$ cat src/rtl/inv_decision_filter_if.sv
// Signal bundle between the inverter-pair sense front end and the decision filter.
// The driver side (config/analog stimulus) uses master; the filter uses slave.
interface inv_decision_filter_if;
    logic ENABLE;
    logic RELOCK;
    logic RAW_INVU;
    logic RAW_INVD;
    logic O_INVU;
    logic O_INVD;
    logic STEP;
    logic LOCKED;

    modport master (
        output ENABLE, RELOCK, RAW_INVU, RAW_INVD,
        input  O_INVU, O_INVD, STEP, LOCKED
    );

    modport slave (
        input  ENABLE, RELOCK, RAW_INVU, RAW_INVD,
        output O_INVU, O_INVD, STEP, LOCKED
    );
endinterface

$ cat src/rtl/inv_decision_filter.sv
// Inverter-pair decision filter: synchronises the raw INVU/INVD comparator
// outputs, tallies them over a 2^WIN_BITS window, majority-votes a one-hot
// decision, strobes STEP once per decision and freezes once the adjustment
// has reversed direction LOCK_CNT times in a row.
module inv_decision_filter #(
    parameter int WIN_BITS = 4,
    parameter int SETTLE   = 16,
    parameter int LOCK_CNT = 4
) (
    input  logic                  CLK,
    input  logic                  RST,
    inv_decision_filter_if.slave  bus
);

    // One counter serves both the settle wait and the sample window.
    localparam int SW = (SETTLE > 1) ? $clog2(SETTLE) : 1;
    localparam int CW = (SW > WIN_BITS) ? SW : WIN_BITS;
    // Tally holds up to 2^WIN_BITS, so one extra bit avoids overflow.
    localparam int TW = WIN_BITS + 1;
    // Reversal count never exceeds LOCK_CNT (reaching it locks).
    localparam int RW = (LOCK_CNT > 0) ? $clog2(LOCK_CNT + 1) : 1;

    localparam logic [CW-1:0] SETTLE_LAST = CW'(SETTLE - 1);
    localparam logic [CW-1:0] WIN_LAST    = CW'((1 << WIN_BITS) - 1);
    localparam logic [RW-1:0] REV_LOCK    = RW'(LOCK_CNT);

    typedef enum logic [2:0] {
        S_SETTLE = 3'd0,
        S_SAMPLE = 3'd1,
        S_DECIDE = 3'd2,
        S_STEP   = 3'd3,
        S_LOCK   = 3'd4
    } state_t;

    state_t          state_q,   state_d;
    logic [CW-1:0]   cnt_q,     cnt_d;
    logic [TW-1:0]   tally_u_q, tally_u_d;
    logic [TW-1:0]   tally_d_q, tally_d_d;
    logic [RW-1:0]   rev_q,     rev_d;
    logic            pvld_q,    pvld_d;
    logic            dec_q,     dec_d;      // 1 = INVU dominant, 0 = INVD dominant
    logic            step_q,    step_d;
    logic            locked_q,  locked_d;
    // bit 1 = INVU side, bit 0 = INVD side
    logic [1:0]      sync1_q,   sync1_d;
    logic [1:0]      sync2_q,   sync2_d;

    logic            dec_new;
    logic            tie;
    logic [RW-1:0]   rev_nxt;

    assign dec_new = (tally_u_q > tally_d_q);
    assign tie     = (tally_u_q == tally_d_q);

    // Next-state, counters, tallies and decision bookkeeping.
    always_comb begin
        state_d   = state_q;
        cnt_d     = cnt_q;
        tally_u_d = tally_u_q;
        tally_d_d = tally_d_q;
        rev_d     = rev_q;
        pvld_d    = pvld_q;
        dec_d     = dec_q;
        rev_nxt   = '0;
        sync1_d   = {bus.RAW_INVU, bus.RAW_INVD};
        sync2_d   = sync1_q;

        if (state_q == S_LOCK) begin
            // Frozen until explicitly released; ENABLE has no effect here.
            if (bus.RELOCK) begin
                state_d = S_SETTLE;
                cnt_d   = '0;
                rev_d   = '0;
                pvld_d  = 1'b0;
            end
        end else if (!bus.ENABLE) begin
            // Abort whatever is in flight, including a pending decision.
            state_d   = S_SETTLE;
            cnt_d     = '0;
            tally_u_d = '0;
            tally_d_d = '0;
        end else begin
            unique case (state_q)
                S_SETTLE: begin
                    if (cnt_q == SETTLE_LAST) begin
                        cnt_d     = '0;
                        tally_u_d = '0;
                        tally_d_d = '0;
                        state_d   = S_SAMPLE;
                    end else begin
                        cnt_d = cnt_q + 1'b1;
                    end
                end
                S_SAMPLE: begin
                    tally_u_d = tally_u_q + TW'(sync2_q[1]);
                    tally_d_d = tally_d_q + TW'(sync2_q[0]);
                    if (cnt_q == WIN_LAST) begin
                        cnt_d   = '0;
                        state_d = S_DECIDE;
                    end else begin
                        cnt_d = cnt_q + 1'b1;
                    end
                end
                S_DECIDE: begin
                    if (tie) begin
                        // No evidence either way: resample immediately.
                        tally_u_d = '0;
                        tally_d_d = '0;
                        state_d   = S_SAMPLE;
                    end else begin
                        if (pvld_q && (dec_new != dec_q))
                            rev_nxt = rev_q + 1'b1;
                        else
                            rev_nxt = '0;
                        rev_d  = rev_nxt;
                        pvld_d = 1'b1;
                        dec_d  = dec_new;
                        cnt_d  = '0;
                        state_d = (rev_nxt == REV_LOCK) ? S_LOCK : S_STEP;
                    end
                end
                S_STEP: begin
                    cnt_d   = '0;
                    state_d = S_SETTLE;
                end
                default: begin
                    cnt_d   = '0;
                    state_d = S_SETTLE;
                end
            endcase
        end

        // Both strobes are registered copies of the state being entered.
        step_d   = (state_d == S_STEP);
        locked_d = (state_d == S_LOCK);
    end

    // State and datapath registers with synchronous reset.
    always_ff @(posedge CLK) begin
        if (RST) begin
            state_q   <= S_SETTLE;
            cnt_q     <= '0;
            tally_u_q <= '0;
            tally_d_q <= '0;
            rev_q     <= '0;
            pvld_q    <= 1'b0;
            dec_q     <= 1'b1;
            step_q    <= 1'b0;
            locked_q  <= 1'b0;
            sync1_q   <= '0;
            sync2_q   <= '0;
        end else begin
            state_q   <= state_d;
            cnt_q     <= cnt_d;
            tally_u_q <= tally_u_d;
            tally_d_q <= tally_d_d;
            rev_q     <= rev_d;
            pvld_q    <= pvld_d;
            dec_q     <= dec_d;
            step_q    <= step_d;
            locked_q  <= locked_d;
            sync1_q   <= sync1_d;
            sync2_q   <= sync2_d;
        end
    end

    // A single decision bit drives both outputs, so they are one-hot by construction.
    assign bus.O_INVU = dec_q;
    assign bus.O_INVD = ~dec_q;
    assign bus.STEP   = step_q;
    assign bus.LOCKED = locked_q;

endmodule

$ cat src/flat_wrapper.sv
// flat-port wrapper written by rule: the top's interface ports become plain ports
module inv_decision_filter_flat 
#(
    parameter int WIN_BITS = 4,
    parameter int SETTLE   = 16,
    parameter int LOCK_CNT = 4
)
  (CLK, RST, bus_ENABLE, bus_RELOCK, bus_RAW_INVU, bus_RAW_INVD, bus_O_INVU, bus_O_INVD, bus_STEP, bus_LOCKED);
  inv_decision_filter_if bus_i ();
  input  logic CLK;
  input  logic RST;
  input wire logic [$bits(bus_i.ENABLE)-1:0] bus_ENABLE;
  input wire logic [$bits(bus_i.RELOCK)-1:0] bus_RELOCK;
  input wire logic [$bits(bus_i.RAW_INVU)-1:0] bus_RAW_INVU;
  input wire logic [$bits(bus_i.RAW_INVD)-1:0] bus_RAW_INVD;
  output wire logic [$bits(bus_i.O_INVU)-1:0] bus_O_INVU;
  output wire logic [$bits(bus_i.O_INVD)-1:0] bus_O_INVD;
  output wire logic [$bits(bus_i.STEP)-1:0] bus_STEP;
  output wire logic [$bits(bus_i.LOCKED)-1:0] bus_LOCKED;
  assign bus_i.ENABLE = bus_ENABLE;
  assign bus_i.RELOCK = bus_RELOCK;
  assign bus_i.RAW_INVU = bus_RAW_INVU;
  assign bus_i.RAW_INVD = bus_RAW_INVD;
  assign bus_O_INVU = bus_i.O_INVU;
  assign bus_O_INVD = bus_i.O_INVD;
  assign bus_STEP = bus_i.STEP;
  assign bus_LOCKED = bus_i.LOCKED;
  inv_decision_filter #(.WIN_BITS(WIN_BITS), .SETTLE(SETTLE), .LOCK_CNT(LOCK_CNT)) u_core (.CLK(CLK), .RST(RST), .bus(bus_i));
endmodule
$ cat config.mk
export PLATFORM = sky130hd
export DESIGN_NAME = inv_decision_filter_flat
export DESIGN_NICKNAME = d
export VERILOG_FILES = /design/src/rtl/inv_decision_filter_if.sv /design/src/rtl/inv_decision_filter.sv /design/src/flat_wrapper.sv
export SDC_FILE = /design/constraint.sdc
export NUM_CORES = 1
export LEC_CHECK = 0
export BUFFER_PORTS_ARGS = -buffer_cell sky130_fd_sc_hd__buf_4
export CAP_MARGIN = 0
export CORE_ASPECT_RATIO = 0.75
export CORE_MARGIN = 5
export CORE_UTILIZATION = 59
export DETAILED_ROUTE_END_ITERATION = 12
export GPL_ROUTABILITY_DRIVEN = 0
export GPL_TIMING_DRIVEN = 1
export HOLD_SLACK_MARGIN = 0.1
export PLACE_DENSITY = 0.77
export SETUP_SLACK_MARGIN = 0.05
export SYNTH_ARGS = -nofsm -noshare
export SYNTH_HDL_FRONTEND = slang
export SYNTH_SLANG_ARGS = --single-unit
$ cat constraint.sdc
create_clock -name CLK -period 2.7 [get_ports CLK]
set_input_delay 0.54 -clock CLK [delete_from_list [all_inputs] [get_ports CLK]]
set_output_delay 0.54 -clock CLK [all_outputs]
set_load 0.02 [all_outputs]
==> results_dict.tcl <==
set metrics [dict create \
    cts_tree "done" \
    post_cts_buffers 0 \
    path_clk_slew_ps 150 \
    io_buffers 9 \
    synth_area_leaders "dfxtp_1 (37%), ha_1 (9.2%), a21oi_1 (5.3%)" \
    drc 0 \
    total_power_uw 650 \
    register_area_um2 561 \
    yosys.area.top_type "dfxtp_1" \
    wl_met2_um 1440 \
    hold_depth 2 \
    avgViaCountPerCell 6.00 \
    yosysTopAreaCellShare 0.374 \
    tightest_slew_ps 607 \
    wl_met1_um 1460 \
    hp-class "primary input to register" \
    drv_cap 0 \
    worst_path_max_delay_cell "or4_1" \
    worst_path_dominant_cell_family "simple AND/OR/NAND/NOR gates" \
    ios 10 \
    area_delta_synth_final_pct 8.67 \
    initial_utilization 0.634 \
    slowest_delay_ps 500 \
    worstHoldStart "bus_RAW_INVU" \
    powerDensity_nw_per_um2 399 \
    multi_input_area_um2 897 \
    synth_cell_type_count 34 \
    ys_warn_count 0 \
    antenna_found_initial 0 \
    tns_ps 0 \
    skew_ps 7.40 \
    whs_endpoint "u_core.sync1_q[1]$_SDFF_PP0_" \
    htree_levels 1 \
    relSlewSlack 0.594 \
    wl_met3_um 156 \
    rsz0062_at_grt "no" \
    drv_slew 0 \
    synth_cells 175 \
    min_period_ps 2180 \
    critPathBufInv 1 \
    hpwlAfterDp_um 2360 \
    crit_arrival_ps 2450 \
    fp.dieArea_um2 3660 \
    wl_um 3090 \
    syn_area_per_cell_um2 8.57 \
    crit_type "register to register" \
    seq_area_frac_synth 0.374 \
    wl_per_cell_um 14.2 \
    setup_violations 0 \
    n_fill_cell 215 \
    status "completed" \
    r2r_cells 7 \
    via_count 1308 \
    detail-route-antenna-nets 0 \
    cts_hold_buffers 0 \
    grt_max_degree 27 \
    hold_viol_final 0 \
    track_usage 0.202 \
    r2r-end "u_core.bus.LOCKED$_SDFF_PP0_" \
    drive_above_1_share 0.0978 \
    cp-end-kind "register" \
    grt_pass1_wl_um 5630 \
    final_cell_mix "dfxtp_1 (28), nor2_1 (18), a21oi_1 (16), o21ai_0 (14)" \
    critPathLaunch "u_core.tally_d_q[3]$_SDFFE_PP0P_" \
    clk_latency_ps 330 \
    crit_required_ps 2970 \
    clock-sinks 28 \
    die_w_um 68.2 \
    nets 202 \
    cts-root-buf "clkbuf_4" \
    die_h_um 53.7 \
    drtIter0Drc 58 \
    cp_max_fo 5 \
    firstDrtPassIters 4 \
    diodes 0 \
    leakagePower_uw 0.000627 \
    grt_pass1_vias 1284 \
    cp-start-kind "register" \
    stdcell_area_um2 1630 \
    clockBufferDepth 2 \
    top_layer "met4" \
    fin_crit_sh 0.808 \
    r2r-start "u_core.tally_d_q[3]$_SDFFE_PP0P_" \
    placed_cell_area_um2 1590 \
    rows 15 \
    cts_buffers 3 \
    synth_seq_cells 28 \
    syn_area_um2 1500 \
    final_common_cell "dfxtp_1" \
    overflow 0 \
    fmax_ghz 0.458 \
    core_um2 2360 \
    irDropWorstVdd_v 0.000355 \
    cts-resized-gates 0 \
    r2r_setup_slack_ps 520 \
    synth_nets 192 \
    path_cells "inv_1, ha_1, and3_1, a31oi_4, nand2_1, or4_1, a21oi_1" \
]
-- power breakdown --
| group | switching, µW | internal [µW] |
|---|---|---|
| Combinational | 16.8 | 10.5 |
| Sequential | 2.03 | 417 |
| Clock | 121 | 82.7 |
-- cells in the mapped netlist --
library cell,n
o22a_1,1
a22oi_1,5
nand4bb_4,1
o21ai_0,14
or3_1,5
mux2i_1,1
o211ai_1,2
o311ai_0,1
nand3b_1,2
or2_1,1
dfxtp_1,28
clkbuf_1,3
a21oi_1,16
nand2b_1,2
o21a_4,2
nor3_1,6
inv_1,7
or2b_1,1
o2111a_1,1
nor4_1,1
nand3_1,11
a31oi_4,1
a31oi_1,2
or4_1,2
o2bb2ai_1,1
and3_1,3
buf_2,1
nand2_1,9
nor2_1,18
nor2b_4,1
and2_1,4
or4b_1,3
nor2b_1,8
ha_1,11
-- cell families (layout without fill, tap and decap cells) --
kind of cell,Yosys count,count (layout),share of synthesized area
simple gates,78,78,0.297
buf+inv,11,20,0.0284
fa+ha+maj,11,11,0.0917
mux,1,1,0.00667
flops,28,28,0.374
compound gates,46,46,0.203
-- per-layer routing --
layer  track usage  up-vias
met4        0.0495        0
met1         0.259      621
met3        0.0543        5
met2         0.339       29
li1              -      653
met5             0        -
-- metrics by stage --
step | utilization | worst slack, ps | hold slack [ps] | std cells
detailed placement | 0.674 | 582 | 431 | 214
global route | 0.689 | 335 | 410 | 218
CTS | 0.689 | 537 | 412 | 218
floorplan | - | 696 | 414 | 175
global placement | 0.674 | 645 | 417 | 214
finish | 0.689 | 519 | 417 | 218
-- worst max-delay path by stage --
stage / end / cells past startpoint
after CTS: u_core.bus.LOCKED$_SDFF_PP0_ / 7
after global routing: u_core.tally_u_q[3]$_SDFFE_PP0P_ / 7
after floorplan: u_core.bus.LOCKED$_SDFF_PP0_ / 7
final: u_core.bus.LOCKED$_SDFF_PP0_ / 7
after detailed placement: u_core.bus.LOCKED$_SDFF_PP0_ / 7
after global placement: u_core.bus.LOCKED$_SDFF_PP0_ / 7
-- area by class of cell --
| type | count | share of cell area |
|---|---|---|
| Timing Repair Buffer | 9 | 0.0414 |
| Inverter | 7 | 0.0161 |
| Clock buffer | 4 | 0.0223 |
| Tap cell | 34 | 0.0261 |
| Multi-Input combinational cell | 136 | 0.550 |
| Sequential cell | 28 | 0.344 |
-- flip-flops by register name (all words and copies together), names as in the netlist, 2 cells and up --
signal and cells:
u_core.state_q 3, u_core.rev_q 3, u_core.sync1_q 2, u_core.tally_d_q 5
u_core.sync2_q 2, u_core.cnt_q 4, u_core.tally_u_q 5
Power figures use the tool's default switching activity.
